<file path="config.mk">
export PLATFORM = sky130hd
export DESIGN_NAME = seg_sub
export DESIGN_NICKNAME = d
export VERILOG_FILES = /design/src/rtl/seg_sub_pkg.sv /design/src/rtl/seg_sub_chunk.sv /design/src/rtl/seg_sub.sv
export SDC_FILE = /design/constraint.sdc
export NUM_CORES = 2
export LEC_CHECK = 0
export CORE_AREA = 2 2 595 597
export DETAILED_ROUTE_END_ITERATION = 6
export DIE_AREA = 0 0 597 599
export PLACE_DENSITY = 0.37
export RECOVER_POWER = 100
export SLEW_MARGIN = 30
export SYNTH_ARGS = -nofsm -noshare
export SYNTH_HDL_FRONTEND = slang
export SYNTH_SLANG_ARGS = --single-unit
</file>
<file path="constraint.sdc">
create_clock -name clk -period 5.7 [get_ports clk]
set_input_delay 1.14 -clock clk [delete_from_list [all_inputs] [get_ports clk]]
set_output_delay 1.14 -clock clk [all_outputs]
set_load 0.02 [all_outputs]
</file>
<file path="src/rtl/seg_sub_pkg.sv">
// rtl/seg_sub_pkg.sv - shared FSM state type and index-width helper for seg_sub.
package seg_sub_pkg;

    typedef enum logic [1:0] {
        IDLE = 2'd0,
        RUN  = 2'd1,
        DONE = 2'd2
    } state_t;

    function automatic int clog2(input int n);
        int r;
        r = 0;
        for (int i = 0; i < 31; i++) begin
            if ((1 << i) < n) begin
                r = i + 1;
            end
        end
        return r;
    endfunction

endpackage

</file>
<file path="src/rtl/seg_sub_chunk.sv">
// rtl/seg_sub_chunk.sv - combinational CHUNK-bit slice computing x + ~y + cin.
module seg_sub_chunk #(
    parameter int CHUNK = 64
) (
    input  logic [CHUNK-1:0] i_x,
    input  logic [CHUNK-1:0] i_y,
    input  logic             i_cin,
    output logic [CHUNK-1:0] o_d,
    output logic             o_cout
);

    assign {o_cout, o_d} = {1'b0, i_x} + {1'b0, ~i_y} + {{CHUNK{1'b0}}, i_cin};

endmodule

</file>
<file path="src/rtl/seg_sub.sv">
// rtl/seg_sub.sv - multi-cycle segmented subtractor, one CHUNK slice per clock.
// Optional signed-overflow output enabled by SEG_SUB_OVF_EN.
module seg_sub
    import seg_sub_pkg::*;
#(
    parameter int WIDTH = 512,
    parameter int CHUNK = 64
) (
    input  logic             clk,
    input  logic             rst,
    input  logic             in_valid,
    output logic             in_ready,
    input  logic [WIDTH-1:0] x,
    input  logic [WIDTH-1:0] y,
    input  logic             bin,
    output logic             out_valid,
    input  logic             out_ready,
    output logic [WIDTH-1:0] diff,
    output logic             bout
`ifdef SEG_SUB_OVF_EN
    ,
    output logic             ovf
`endif
);

    localparam int N  = WIDTH / CHUNK;
    localparam int IW = (N > 1) ? clog2(N) : 1;

    generate
        if (WIDTH % CHUNK != 0) begin : g_bad_width
            $fatal(1, "seg_sub: WIDTH must be a multiple of CHUNK");
        end
    endgenerate

    state_t           r_state;
    state_t           w_next;
    logic [WIDTH-1:0] r_x;
    logic [WIDTH-1:0] r_y;
    logic [WIDTH-1:0] r_diff;
    logic [IW-1:0]    r_idx;
    logic             r_carry;
    logic             r_bout;
    logic [31:0]      w_base;
    logic [CHUNK-1:0] w_xs;
    logic [CHUNK-1:0] w_ys;
    logic [CHUNK-1:0] w_d;
    logic             w_cout;
    logic             w_last;

    assign w_base = 32'(r_idx) * 32'(CHUNK);
    assign w_xs   = r_x[w_base +: CHUNK];
    assign w_ys   = r_y[w_base +: CHUNK];
    assign w_last = (r_idx == IW'(N - 1));

    seg_sub_chunk #(.CHUNK(CHUNK)) u_chunk (
        .i_x    (w_xs),
        .i_y    (w_ys),
        .i_cin  (r_carry),
        .o_d    (w_d),
        .o_cout (w_cout)
    );

    always_ff @(posedge clk) begin
        if (rst) begin
            r_state <= IDLE;
        end else begin
            r_state <= w_next;
        end
    end

    always_comb begin
        w_next = r_state;
        case (r_state)
            IDLE:    if (in_valid)  w_next = RUN;
            RUN:     if (w_last)    w_next = DONE;
            DONE:    if (out_ready) w_next = IDLE;
            default: w_next = IDLE;
        endcase
    end

    // Carry holds the inverted borrow, so the chain is a plain add of ~y.
    always_ff @(posedge clk) begin
        if (rst) begin
            r_x     <= '0;
            r_y     <= '0;
            r_diff  <= '0;
            r_idx   <= '0;
            r_carry <= 1'b0;
            r_bout  <= 1'b0;
        end else begin
            case (r_state)
                IDLE: begin
                    if (in_valid) begin
                        r_x     <= x;
                        r_y     <= y;
                        r_carry <= ~bin;
                        r_idx   <= '0;
                    end
                end
                RUN: begin
                    r_diff[w_base +: CHUNK] <= w_d;
                    r_carry                 <= w_cout;
                    r_idx                   <= r_idx + 1'b1;
                    if (w_last) begin
                        r_bout <= ~w_cout;
                    end
                end
                default: ;
            endcase
        end
    end

`ifdef SEG_SUB_OVF_EN
    logic r_ovf;

    always_ff @(posedge clk) begin
        if (rst) begin
            r_ovf <= 1'b0;
        end else if (r_state == RUN && w_last) begin
            r_ovf <= (w_xs[CHUNK-1] != w_ys[CHUNK-1]) && (w_d[CHUNK-1] != w_xs[CHUNK-1]);
        end
    end

    assign ovf = r_ovf;
`endif

    assign in_ready  = (r_state == IDLE);
    assign out_valid = (r_state == DONE);
    assign diff      = r_diff;
    assign bout      = r_bout;

endmodule

</file>
==> flow_metrics.env <==
export IMPL_status="finished, violations left"
export IMPL_violations="capacitance limit, slew limit"
export IMPL_place_gp_congestion=0.8841
export IMPL_max_cap_viol_count=4
export IMPL_hp_start="diff[266]"
export IMPL_peakVddDrop_mv=0.2201
export IMPL_combPwrFrac_pct=23.2
export IMPL_cts_buffers_inserted=194
export IMPL_hold_path_class="reg -> reg"
export IMPL_endpoint="diff[189]"
export IMPL_cts_max_level=4
export IMPL_r2r_end="diff[189]"
export IMPL_clock_latency_ps=910
export IMPL_worstPathRequired_ps=6420
export IMPL_cts_tree="yes"
export IMPL_yosys_register_bits=1543
export IMPL_coreArea_mm2=0.3513
export IMPL_area_delta_synth_final_pct=44.59
export IMPL_hold_ws_ps=448.6
export IMPL_path_clk_slew_ps=60
export IMPL_synth_fp_nets=9011
export IMPL_grt_usage_pct=22.56
export IMPL_pin_count=1544
export IMPL_critical_path_arrival_ps=6200
export IMPL_synthSimpleGateAreaFrac_pct=21.48
export IMPL_drive_gt1_share_pct=9.892
export IMPL_drt_iter0_drc=5482
export IMPL_dieHeight_um=599
export IMPL_synth_avg_cell_area_um2=8.195
export IMPL_power_switching_uw=10490
export IMPL_place_area_mm2=0.08726
export IMPL_period_needed_ps=5485
export IMPL_nets=10400
export IMPL_seq_area_mm2=0.03090
export IMPL_synth_largest_area_cell="dfxtp_1"
export IMPL_hpwlAfterDp_mm=328.6
export IMPL_synthFlopType="dfxtp_1"
export IMPL_nFillCells=38240
export IMPL_pwr_share_seq_pct=36.2
export IMPL_yosys_warnings=0
export IMPL_synth_edf_count=0
export IMPL_die_width_um=597
export IMPL_relSlewSlack_pct=-106.4
export IMPL_synth_distinct_cells=74
export IMPL_r2r_setup_slack_ps=210
export IMPL_endpoint_kind="flip-flop"
export IMPL_start_kind="flip-flop"
export IMPL_fin_area_mm2=0.09373
export IMPL_critPathMaxFanout=22
export IMPL_yosys_top_cells_area="dfxtp_1 48%, nand2_1 16%, a21oi_1 11%, mux4_2 8.9%, clkbuf_1 3.3%"
export IMPL_synthArstFlopShare_pct=0
export IMPL_critical_path_class="reg -> reg"
export IMPL_rsz0062_at_grt="no"
export IMPL_grt_pass1_vias=62930
export IMPL_antenna_left=0
export IMPL_synthAdderAreaFrac_pct=1.413
export IMPL_drt_pass1_iterations=5
export IMPL_period_share_pct=96.24
export IMPL_row_count=218
export IMPL_grt_max_degree=198
export IMPL_viasPerCell=4.581
export IMPL_io_buffers=1543
export IMPL_cts_buffer_depth=4
export IMPL_tightestPinTransition_ps=3095
export IMPL_reg2reg_depth=21
export IMPL_clock_sinks=1543
export IMPL_drc=0
export IMPL_cts_root_buf="clkbuf_16"
export IMPL_syn_instance_count=7910
export IMPL_grt_pass1_wl_mm=555.0
export IMPL_start_util_pct=18.45
export IMPL_dieArea_mm2=0.3576
export IMPL_synth_area_mm2=0.06482
export IMPL_setup_violations=0
export IMPL_layout_common_cells="2778 x nand2_1, 1540 x dfxtp_1, 1445 x a21oi_1"
export IMPL_yosys_area_top_type_share_pct=47.65
export IMPL_final_common_cell="nand2_1"
export IMPL_switching_share_pct=32.66
export IMPL_final_util_pct=26.68
export IMPL_finClkSkew_ps=85.66
export IMPL_multi_input_area_mm2=0.03184
export IMPL_route_vias_total=64920
export IMPL_slew_violations=267
export IMPL_synth_compound_area_share_pct=14.87
export IMPL_wirelength_mm=420.7
export IMPL_fmax_ghz=0.1823
export IMPL_synth_top_family_by_area="simple AND/OR/NAND/NOR gates"
export IMPL_p_int_uw=21630
export IMPL_antenna_found_initial=266
export IMPL_p_clk_share_pct=40.6
export IMPL_p_leak_uw=0.03535
export IMPL_ys_seq_area_share_pct=47.65
export IMPL_hold_violations=0
export IMPL_crit_path_start="r_idx[0]"
export IMPL_synth_xor_area_share_pct=0.7566
export IMPL_wl_per_cell_um=29.69
export IMPL_power_density_mw_per_mm2=342.8
export IMPL_grt_overflow_total=0
export IMPL_muxShareOfSynthArea_pct=9.898
export IMPL_timing_rr_start="r_idx[0]"
[worst min-delay path by stage]
stage	end	cells after the start
2_1_floorplan	r_x[128]	2
3_3_place_gp	r_x[506]	2
3_5_place_dp	diff[266]	2
4_1_cts	diff[266]	2
5_1_grt	diff[293]	2
6_report	diff[266]	2
[worst max-delay path, cell delays in order, from the launching register on]
cell	delay, ps
dfxtp_4	480
buf_12	220
buf_12	250
mux4_2	570
mux2i_2	280
buf_4	250
ha_1	300
a21oi_1	290
clkbuf_1	160
nand2_1	100
o22ai_1	190
o211ai_1	160
buf_4	170
o31a_2	340
o22ai_4	260
o41ai_4	100
buf_4	170
buf_4	130
a221oi_2	350
xor2_2	210
buf_12	160
o21ai_0	90
[flip-flops by register name, indices dropped and copies added, names as in the netlist]
signal and cells:
bout 1, r_idx 3, r_y 512, diff 512, r_carry 1, r_x 512
r_state 2
[power by group through the flow]
| stage | registers, uW | logic, uW | clock network [uW] |
|---|---|---|---|
| floorplan | 11800 | 2790 | 0 |
| global placement | 11900 | 7790 | 0 |
| global route | 11700 | 7900 | 13800 |
| CTS | 11600 | 7860 | 13400 |
| finish | 11600 | 7450 | 13000 |
| detailed placement | 11900 | 7830 | 0 |
[routing by layer]
metal	vias up	share of wire [%]	global-route usage [%]
met2	2516	48	37.85
met3	676	6.8	5.020
met1	31940	42	28.29
met4	80	3.6	7.946
li1	29700	-	-
met5	-	0.12	0
[synth_stat cells (6+ instances only)]
library cell / count
buf_1: 68
or4_1: 20
a211o_1: 10
xnor2_1: 33
mux4_2: 256
nor3_1: 63
nand2_1: 2779
nand2b_1: 13
mux2i_1: 65
a22oi_1: 86
a21oi_1: 1446
nand3_1: 126
a211oi_1: 10
o31ai_1: 6
ha_1: 70
and2_1: 7
nor3b_1: 11
o21a_1: 8
nor4_1: 12
o211ai_1: 26
o311ai_0: 6
dfxtp_1: 1543
clkbuf_1: 570
xor2_1: 18
and3_1: 13
a21o_1: 28
inv_1: 25
o21bai_1: 22
nand4_1: 23
nor2_1: 306
o21ai_0: 86
nor2b_1: 7
nand3b_1: 81
[metrics by stage]
step	setup slack (ps)	setup TNS (ps)	total power (uW)	cells
after floorplan	336.2	0	14560	7910
after global placement	2.458	0	19660	13720
after detailed placement	-58.67	-226.1	19710	13720
after CTS	68.14	0	32900	14070
after global routing	5.343	0	33370	14120
final	214.5	0	32130	14170
[what timing repair did]
| item | CTS | global route |
|---|---|---|
| hold buffers | 0 | 0 |
| cloned | 0 | 1 |
| pin swaps | 0 | 1 |
| gates resized for setup | 1 | 16 |
| endpoints found under the setup margin | 8 | 52 |
| setup buffers | 0 | 3 |
[cells by family after synthesis]
family                     count (synthesis)
buffers and inverters                    672
AOI/OAI and AO/OA                       1777
xor gates and xnor gates                  53
adders and majority gates                 72
DFF                                     1543
muxes                                    321
and+or+nand+nor                         3472
[area by class of cell]
| cell class | instances | area share (%) |
|---|---|---|
| antenna | 99 | 0.2643 |
| multi-input combinational | 5695 | 33.97 |
| timing repair buffer | 1843 | 19.50 |
| clock buffer | 271 | 5.951 |
| inverter | 26 | 0.1121 |
| sequential | 1543 | 32.97 |
| clock inverter | 74 | 1.060 |
| tap | 4620 | 6.167 |
No activity file was read; power rests on OpenSTA's default activity.
